**src/rtl/gpio_vector_seq_if.sv**
```systemverilog
// Wishbone classic slave bus bundle for gpio_vector_seq.
// Ports:
//   wb_adr_i/wb_dat_i/wb_sel_i/wb_we_i/wb_cyc_i/wb_stb_i : master -> slave request
//   wb_ack_o/wb_dat_o                                    : slave -> master response
interface gpio_vector_seq_if;
  logic [31:0] wb_adr_i;
  logic [31:0] wb_dat_i;
  logic [3:0]  wb_sel_i;
  logic        wb_we_i;
  logic        wb_cyc_i;
  logic        wb_stb_i;
  logic        wb_ack_o;
  logic [31:0] wb_dat_o;

  modport master (
    output wb_adr_i, wb_dat_i, wb_sel_i, wb_we_i, wb_cyc_i, wb_stb_i,
    input  wb_ack_o, wb_dat_o
  );

  modport slave (
    input  wb_adr_i, wb_dat_i, wb_sel_i, wb_we_i, wb_cyc_i, wb_stb_i,
    output wb_ack_o, wb_dat_o
  );
endinterface

```
**src/rtl/gpio_vector_seq.sv**
```systemverilog
// GPIO vector sequencer: plays a table of DEPTH pattern words onto seq_out,
// holding each for DWELL+1 cycles, and captures seq_in at the end of every
// step into a matching capture table. Optional looping, level interrupt on
// completion. Register access over a Wishbone classic slave.
// Ports:
//   wb_clk_i   : clock
//   wb_rst_i   : asynchronous active-high reset
//   wb         : Wishbone slave bundle (gpio_vector_seq_if.slave)
//   seq_out    : current pattern word
//   seq_in     : GPIO input vector, captured per step
//   seq_active : high while running
//   seq_irq    : DONE & IRQ_EN
module gpio_vector_seq #(
  parameter logic [31:0] BASE_ADR = 32'h2100_0100,
  parameter int          DEPTH    = 8
) (
  input  logic               wb_clk_i,
  input  logic               wb_rst_i,
  gpio_vector_seq_if.slave   wb,
  output logic [31:0]        seq_out,
  input  logic [31:0]        seq_in,
  output logic               seq_active,
  output logic               seq_irq
);

  localparam int IW = (DEPTH > 1) ? $clog2(DEPTH) : 1;

  typedef enum logic [1:0] {IDLE, RUN, DONE} state_t;

  state_t            state, state_nxt;
  logic [IW-1:0]     idx, len;
  logic [15:0]       dwell, cnt;
  logic [11:0]       loop_cnt;
  logic              loop_en, irq_en, done_flag;
  logic [DEPTH-1:0][31:0] pat, cap;

  // bus decode
  logic [7:0]    off;
  logic [3:0]    ent;
  logic [IW-1:0] ent_i;
  logic          hit, acc, wr, aligned, ent_ok, pat_sel, cap_sel;
  logic          ctrl_wr, start_req, stop_req;
  logic [31:0]   rd_data;

  assign off     = wb.wb_adr_i[7:0];
  assign ent     = off[5:2];
  assign ent_i   = ent[IW-1:0];
  assign hit     = (wb.wb_adr_i[31:8] == BASE_ADR[31:8]);
  // !ack gate turns a held strobe into one ack every other cycle
  assign acc     = wb.wb_cyc_i & wb.wb_stb_i & hit & ~wb.wb_ack_o;
  assign wr      = acc & wb.wb_we_i & wb.wb_sel_i[0];
  assign aligned = (off[1:0] == 2'b00);
  assign ent_ok  = aligned && ({1'b0, ent} < 5'(DEPTH));
  assign pat_sel = (off[7:6] == 2'b01) && ent_ok;
  assign cap_sel = (off[7:6] == 2'b10) && ent_ok;

  assign ctrl_wr   = wr && (off == 8'h00);
  assign stop_req  = ctrl_wr & wb.wb_dat_i[1];
  assign start_req = ctrl_wr & wb.wb_dat_i[0] & ~wb.wb_dat_i[1];

  // sequencer step control
  logic tick, last, do_start, do_adv, do_wrap, do_done;
  assign tick = (state == RUN) && (cnt == 16'd0);
  assign last = (idx == len);

  always_comb begin
    state_nxt = state;
    do_start  = 1'b0;
    do_adv    = 1'b0;
    do_wrap   = 1'b0;
    do_done   = 1'b0;
    case (state)
      IDLE, DONE: begin
        if (start_req) begin
          state_nxt = RUN;
          do_start  = 1'b1;
        end
      end
      RUN: begin
        if (stop_req) begin
          state_nxt = IDLE;
        end else if (tick) begin
          if (!last)        do_adv  = 1'b1;
          else if (loop_en) do_wrap = 1'b1;
          else begin
            state_nxt = DONE;
            do_done   = 1'b1;
          end
        end
      end
      default: state_nxt = IDLE;
    endcase
  end

  always_ff @(posedge wb_clk_i or posedge wb_rst_i) begin
    if (wb_rst_i) state <= IDLE;
    else          state <= state_nxt;
  end

  // sequencer datapath
  always_ff @(posedge wb_clk_i or posedge wb_rst_i) begin
    if (wb_rst_i) begin
      idx      <= '0;
      cnt      <= '0;
      loop_cnt <= '0;
      seq_out  <= '0;
      for (int i = 0; i < DEPTH; i++) cap[i] <= '0;
    end else if (do_start) begin
      idx      <= '0;
      cnt      <= dwell;
      loop_cnt <= '0;
      seq_out  <= pat[0];
    end else if (state == RUN && !stop_req) begin
      if (tick) begin
        cap[idx] <= seq_in;
        cnt      <= dwell;
        if (do_adv) begin
          idx     <= idx + 1'b1;
          seq_out <= pat[idx + 1'b1];
        end else if (do_wrap) begin
          idx      <= '0;
          seq_out  <= pat[0];
          loop_cnt <= loop_cnt + 12'd1;
        end
      end else begin
        cnt <= cnt - 16'd1;
      end
    end
  end

  // registers
  always_ff @(posedge wb_clk_i or posedge wb_rst_i) begin
    if (wb_rst_i) begin
      len       <= '0;
      dwell     <= '0;
      loop_en   <= 1'b0;
      irq_en    <= 1'b0;
      done_flag <= 1'b0;
      for (int i = 0; i < DEPTH; i++) pat[i] <= '0;
    end else begin
      if (ctrl_wr) begin
        loop_en <= wb.wb_dat_i[2];
        irq_en  <= wb.wb_dat_i[3];
      end
      // completion beats a simultaneous DONE_CLR
      if (do_done)                           done_flag <= 1'b1;
      else if (do_start)                     done_flag <= 1'b0;
      else if (ctrl_wr && wb.wb_dat_i[4])    done_flag <= 1'b0;
      if (wr && off == 8'h04 && state != RUN) len   <= wb.wb_dat_i[IW-1:0];
      if (wr && off == 8'h08 && state != RUN) dwell <= wb.wb_dat_i[15:0];
      if (wr && pat_sel)                      pat[ent_i] <= wb.wb_dat_i;
    end
  end

  // read mux
  always_comb begin
    rd_data = '0;
    if (off == 8'h00)
      rd_data = {27'd0, irq_en, loop_en, 1'b0, done_flag, state == RUN};
    else if (off == 8'h04)
      rd_data = {28'd0, 4'(len)};
    else if (off == 8'h08)
      rd_data = {16'd0, dwell};
    else if (off == 8'h0C)
      rd_data = {16'd0, loop_cnt, 4'(idx)};
    else if (pat_sel)
      rd_data = pat[ent_i];
    else if (cap_sel)
      rd_data = cap[ent_i];
  end

  always_ff @(posedge wb_clk_i or posedge wb_rst_i) begin
    if (wb_rst_i) begin
      wb.wb_ack_o <= 1'b0;
      wb.wb_dat_o <= '0;
    end else begin
      wb.wb_ack_o <= acc;
      if (acc) wb.wb_dat_o <= rd_data;
    end
  end

  assign seq_active = (state == RUN);
  assign seq_irq    = done_flag & irq_en;

endmodule

```
**src/flat_wrapper.sv**
```systemverilog
// flat-port wrapper written by rule: the top's interface ports become plain ports
module gpio_vector_seq_flat 
#(
  parameter logic [31:0] BASE_ADR = 32'h2100_0100,
  parameter int          DEPTH    = 8
)
  (wb_clk_i, wb_rst_i, seq_out, seq_in, seq_active, seq_irq, wb_wb_adr_i, wb_wb_dat_i, wb_wb_sel_i, wb_wb_we_i, wb_wb_cyc_i, wb_wb_stb_i, wb_wb_ack_o, wb_wb_dat_o);
  gpio_vector_seq_if wb_i ();
  input  logic wb_clk_i;
  input  logic wb_rst_i;
  output logic [31:0] seq_out;
  input  logic [31:0] seq_in;
  output logic seq_active;
  output logic seq_irq;
  input wire logic [$bits(wb_i.wb_adr_i)-1:0] wb_wb_adr_i;
  input wire logic [$bits(wb_i.wb_dat_i)-1:0] wb_wb_dat_i;
  input wire logic [$bits(wb_i.wb_sel_i)-1:0] wb_wb_sel_i;
  input wire logic [$bits(wb_i.wb_we_i)-1:0] wb_wb_we_i;
  input wire logic [$bits(wb_i.wb_cyc_i)-1:0] wb_wb_cyc_i;
  input wire logic [$bits(wb_i.wb_stb_i)-1:0] wb_wb_stb_i;
  output wire logic [$bits(wb_i.wb_ack_o)-1:0] wb_wb_ack_o;
  output wire logic [$bits(wb_i.wb_dat_o)-1:0] wb_wb_dat_o;
  assign wb_i.wb_adr_i = wb_wb_adr_i;
  assign wb_i.wb_dat_i = wb_wb_dat_i;
  assign wb_i.wb_sel_i = wb_wb_sel_i;
  assign wb_i.wb_we_i = wb_wb_we_i;
  assign wb_i.wb_cyc_i = wb_wb_cyc_i;
  assign wb_i.wb_stb_i = wb_wb_stb_i;
  assign wb_wb_ack_o = wb_i.wb_ack_o;
  assign wb_wb_dat_o = wb_i.wb_dat_o;
  gpio_vector_seq #(.BASE_ADR(BASE_ADR), .DEPTH(DEPTH)) u_core (.wb_clk_i(wb_clk_i), .wb_rst_i(wb_rst_i), .wb(wb_i), .seq_out(seq_out), .seq_in(seq_in), .seq_active(seq_active), .seq_irq(seq_irq));
endmodule
```
**config.mk**
```make
export PLATFORM = sky130hd
export DESIGN_NAME = gpio_vector_seq_flat
export DESIGN_NICKNAME = d
export VERILOG_FILES = /design/src/rtl/gpio_vector_seq_if.sv /design/src/rtl/gpio_vector_seq.sv /design/src/flat_wrapper.sv
export SDC_FILE = /design/constraint.sdc
export NUM_CORES = 1
export LEC_CHECK = 0
export CAP_MARGIN = 40
export CORE_MARGIN = 4
export CORE_UTILIZATION = 39
export CTS_CLUSTER_SIZE = 8
export DETAILED_ROUTE_END_ITERATION = 10
export HOLD_SLACK_MARGIN = 0.15
export PLACE_DENSITY = 0.67
export SLEW_MARGIN = 20
export SYNTH_ARGS = -nofsm -noshare
export SYNTH_HDL_FRONTEND = slang
export SYNTH_SLANG_ARGS = --single-unit
```
**constraint.sdc**
```tcl
create_clock -name wb_clk_i -period 53.8 [get_ports wb_clk_i]
set_input_delay 16.14 -clock wb_clk_i [delete_from_list [all_inputs] [get_ports wb_clk_i]]
set_output_delay 16.14 -clock wb_clk_i [all_outputs]
set_load 0.01 [all_outputs]
```
### Yosys cells after proc, flatten, opt, wreduce, memory -nomap -nowiden

Cells that the tools add are included.

| operators by class | value |
|---|---|
| $add $sub $neg | 3 |
| bitwise logic cells | 12 |
| order comparisons | 6 |
| multiplexer cells | 61 |
| eq/ne operators | 15 |
| reduce and logical (&&, ||, !) cells | 29 |

Operator list:

| operator | count |
|---|---|
| $bwmux W256 | 2 |
| $mux W32 | 16 |
| $bmux W32 S3 | 3 |
| $demux W32 S3 | 2 |
| $mux W12 | 5 |
| $mux W16 | 3 |
| $eq A24 B22 Y1 const B | 1 |
| $mux W1 | 19 |
| $eq A8 B4 Y1 const B | 2 |
| $logic_not A16 Y1 | 1 |
| $sub A16 B1 Y16 const B | 1 |
| $mux W3 | 5 |
| $logic_and A1 B1 Y1 | 14 |
| $add A12 B1 Y12 const B | 1 |
| $lt A3 B4 Y1 const B | 3 |
| $mux W2 | 5 |
| $and A1 B1 Y1 | 9 |
| $eq A8 B3 Y1 const B | 1 |
| $logic_not A8 Y1 | 1 |
| $reduce_and A4 Y1 | 2 |
| $ge A3 B1 Y1 const B | 2 |
| $ne A2 B1 Y1 const B | 3 |
| $ne A3 B1 Y1 const B | 2 |
| $reduce_and A3 Y1 | 2 |
| 13 further kinds | 21 |

| word-level totals | value |
|---|---|
| word-level logic and storage cells | 154 |
| input port bits | 105 |
| flip-flop bits (word level) | 632 |

### Longest topological paths before layout

| logic depth | value |
|---|---|
| depth after elaboration | 14 |
| mapped depth | 10 |
| depth with buffers taken out | 8 |

### Worst setup path after synthesis

OpenSTA, ideal clock, no wires.

| path | value |
|---|---|
| kind | input to register |
| from | in wb_wb_adr_i[25] |
| to | reg u_core.pat[116] in the netlist's numbering |
| required time | 53.675 ns |
| buffers on the path | 2 |
| cell stages on the path | 8 |
| arrival | 18.185 ns |
| path slack | 35.491 ns |
| cell sequence | nor4b_1 -> and4_1 -> nand2_1 -> nor4_1 -> and3_1 -> clkbuf_1 -> buf_2 -> mux2_2 |

| between the ends | value |
|---|---|
| longest elaborated chain between the ends | 6 |

Ends and longest elaborated chain:

| element | RTL line | RTL |
|---|---|---|
| start, declared | flat_wrapper.sv:15 | `input wire logic [$bits(wb_i.wb_adr_i)-1:0] wb_wb_adr_i;` |
| $eq A24 B22 Y1 | gpio_vector_seq.sv:48 | `assign hit = (wb.wb_adr_i[31:8] == BASE_ADR[31:8]);` |
| $and A1 B1 Y1 (2 in a row) | gpio_vector_seq.sv:50 | `assign acc = wb.wb_cyc_i & wb.wb_stb_i & hit & ~wb.wb_ack_o;` |
| $and A1 B1 Y1 (2 in a row) | gpio_vector_seq.sv:51 | `assign wr = acc & wb.wb_we_i & wb.wb_sel_i[0];` |
| $logic_and A1 B1 Y1 | gpio_vector_seq.sv:151 | `if (wr && pat_sel) pat[ent_i] <= wb.wb_dat_i;` |
| end signal, assigned by index | gpio_vector_seq.sv:151 |  |
| end, declared | gpio_vector_seq.sv:35 | `logic [DEPTH-1:0][31:0] pat, cap;` |

No other way between the ends.
A chain may end at the register's enable or synchronous reset.

### Final worst setup path

| path | value |
|---|---|
| from | in wb_wb_stb_i |
| to | reg u_core.pat[52] in the netlist's numbering |

| between the ends | value |
|---|---|
| longest elaborated chain between the ends | 6 |

Ends and longest elaborated chain:

| element | RTL line | RTL |
|---|---|---|
| start, declared | flat_wrapper.sv:20 | `input wire logic [$bits(wb_i.wb_stb_i)-1:0] wb_wb_stb_i;` |
| $and A1 B1 Y1 (3 in a row) | gpio_vector_seq.sv:50 |  |
| $and A1 B1 Y1 (2 in a row) | gpio_vector_seq.sv:51 |  |
| $logic_and A1 B1 Y1 | gpio_vector_seq.sv:151 |  |

No other way between the ends.

==> impl_results.md <==
- CTS tree: built
- Area of the die: 83200 sq um
- Outcome: finished, final reports clean
- Row count: 102
- Worst slew margin: 42.2%
- DRT antenna net count: 0
- Worst Path Required: 54.28 ns
- PD cells: 28.1 nW/um^2
- Max Slew Vio Count: 0
- Buffers & Inverters on Critical Path: 3
- Vias in the first global route: 21100
- Critical Path Start: wb_wb_stb_i
- Setup_tns: 0 ns
- Synth top area cells: dfrtp_1 (52%), mux2_2 (19%), mux4_2 (14%)
- Clk root buf: clkbuf_16
- Critical path, cell by cell: clkdlybuf4s50_1, nor4bb_1, and4_1, nand2_1, buf_8, nor4_1, nand2_2, buf_4, mux2_2
- Metal3 WL: 6.56 mm
- CP Class: input pin to register
- Drt pass-1 iters: 5
- Min Tclk post-route: 19.34 ns
- Fin util: 46.6%
- Fillers: 6616
- Syn Inst Count: 2076
- All-Layer GR Usage: 20.4%
- Top Metal Used: met5
- Routed wire length: 84.5 mm
- Hold WS: 0.483 ns
- Worst VDD drop: 0.0209 mV
- Worst-Skew Late Latency: 0.61 ns
- Post-synth top area cell: dfrtp_1
- Clock slew at reported path FFs: 0.05 ns
- Max Clk Rate: 0.0517 GHz
- CP delay by family, top: simple AND/OR/NAND/NOR gates
- Crit path arrival time: 19.83 ns
- Longest Clk Path Bufs: 3
- Initial antenna violation count: 12
- Crit-path max FO: 18
- Cells after DPL: 3184
- Starting DRT DRC Count: 1380
- Hold path start: u_core.wb.wb_dat_o[14]
- Core ar.: 77700 sq um
- Worst path slowest cell: nor4_1
- Area share of the largest cell type after synthesis: 51.6%
- Die Span X: 288 microns
- Synthesized net count: 2184
- Critical R2R Launch: u_core.wb.wb_ack_o
- Period utilization: 36.0%
- First-pass GRT wire length: 129 mm
- Async S/R FF share, synth: 100%
- Static Leak: 16.7 nW
- Max Cap Viol: 0
- Startpoint types: input pin
- Die Ht: 288 microns
- Final setup viols: 0
- Avg WL per Cell: 25.7 microns
- CP endpoint kind: register
- Placed Area: 33700 sq um
- Hold buffer count at cts: 0
- RSZ-0062 raised after global routing: no
- Post-CTS Setup Inserts: 0
- CTS sink cnt: 632
- Number of buffers created by CTS: 89
- Resize count post-CTS: 0
- Total congestion overflow: 0
- Ys Warns: 0
- Worst-Margin Slew: 0.858 ns
- Non-filler cells, final: 3294
- Post-synth EDFFs: 0
- I/O pins: 172
- Wl on met1: 34.4 mm
- Register area share after synthesis: 51.6%
- Unique masters post-synth: 65
- DR DRC count: 0
- Final Hold Fails: 0
- Routed via count: 19500
- Gpl congestion: 0.825
- Synthesized cell area: 30700 sq um
- Vias per cell: 5.91
- Ys flop type: dfrtp_1
- I/O Buffers: 168
- Fin area: 36200 sq um
- Final #Nets: 2348
- Clock skew: 0.0217 ns
- Layout cells sized above 1: 40.2%
- Largest net degree at the start of global routing: 188
- Area delta synth->final: 18.0%
- DPL Wire Length: 52.8 mm
- CP max stage delay: 0.64 ns
- Hold crit path type: register to register
- H-tree levels: 3
- Met2 WL: 41.6 mm
- Initial Util: 39.5%
- Yosys reg bits: 632
- Synth Area per Inst: 14.8 sq um
## sequential cells by signal, indices dropped and copies added, names as in the netlist, 2 cells and up
signal / cells
u_core.cap: 256
u_core.pat: 256
u_core.seq_out: 32
u_core.wb.wb_dat_o: 32
u_core.cnt: 16
u_core.dwell: 16
u_core.loop_cnt: 12
u_core.idx: 3
u_core.len: 3
u_core.state: 2
## worst min-delay path, stage by stage (launching register included)
cell     delay (ns)
dfrtp_1        0.34
nand2_1        0.05
o31ai_1        0.05
## path summary, 6_finish.rpt
kind	to	slack [ns]	cells past startpoint
setup / recovery	u_core.pat[52]	34.46	9
hold reg to reg	u_core.wb.wb_dat_o[14]	0.48	2
setup reg to reg	u_core.pat[52]	50.06	8
hold / removal	u_core.wb.wb_dat_o[14]	0.48	2
max in group asynchronous	u_core.done_flag	35.26	7
min in group asynchronous	u_core.cap[229]	16.10	2
## metal layers
layer  global-route usage [%]  up-vias
li1                         -     8240
met2                     33.9      672
met3                     5.22      152
met1                     26.3    10400
met4                     6.28       10
met5                        0        -
## cells in the final DEF (no fill, tap or decap), types with 9 or more instances in the layout
cell type        netlist  routed
inv_1                 22      20
nand4_1               12      12
nor4_1                 9       9
a21oi_1               34      34
nand3_1               20      18
dfrtp_1              632     631
o2bb2ai_1             31      31
clkdlybuf4s50_1        0     166
buf_4                  0      41
mux4_2               194     194
nand2_1               59      55
o221ai_1              16      16
o31ai_1               14      14
mux2_2               525     525
o22ai_1               18      18
nor3_1                18      16
clkbuf_16              0      93
a21o_1                31      31
o21ai_0               18      18
nor2_1                55      54
mux2i_1              100     100
o21a_1                17      17
## synthesized netlist by cell type, types with 18 or more instances
| master | n |
|---|---|
| o2bb2ai_1 | 31 |
| buf_2 | 39 |
| clkbuf_1 | 68 |
| mux4_2 | 194 |
| mux2_2 | 525 |
| o21ai_0 | 18 |
| a21o_1 | 31 |
| nor3_1 | 18 |
| mux2i_1 | 100 |
| nand3_1 | 20 |
| buf_1 | 43 |
| o22ai_1 | 18 |
| inv_1 | 22 |
| nor2_1 | 55 |
| a21oi_1 | 34 |
| dfrtp_1 | 632 |
| nand2_1 | 59 |
## area by class of cell
type	count	area [sq um]	share of cell area [%]
clock inverters	4	77.6	0.214
clock buffers	94	2330	6.44
multi-input cells	1268	14200	39.2
flip-flops and latches	632	15800	43.7
well taps	1040	1300	3.60
repair buffers	225	2350	6.49
inverters	24	98.8	0.273
diodes	7	17.5	0.0484
## logic make-up after synthesis
family                   Yosys count  synth area share, %
XOR/XNOR                           9                0.257
AO/OA/AOI/OAI                    208                 4.86
flip-flops                       632                 51.6
AND/OR/NAND/NOR                  221                 3.75
buffers and inverters            176                 2.36
adder cells (fa/ha/maj)            3                0.122
multiplexers                     827                 37.1
## through the flow
step                worst slack (ns)  total power [mW]
floorplan                      19.96             0.503
global placement               33.73             0.521
detailed placement             33.60             0.523
CTS                            34.23              1.03
global route                   34.32              1.05
finish                         34.46              1.02
## power breakdown
part           total [mW]  internal (mW)  switching [mW]
sequential          0.476          0.476    0.0000000194
combinational      0.0391         0.0142          0.0249
clock               0.501          0.310           0.191
Note: power is estimated with default switching activity, not from simulation.
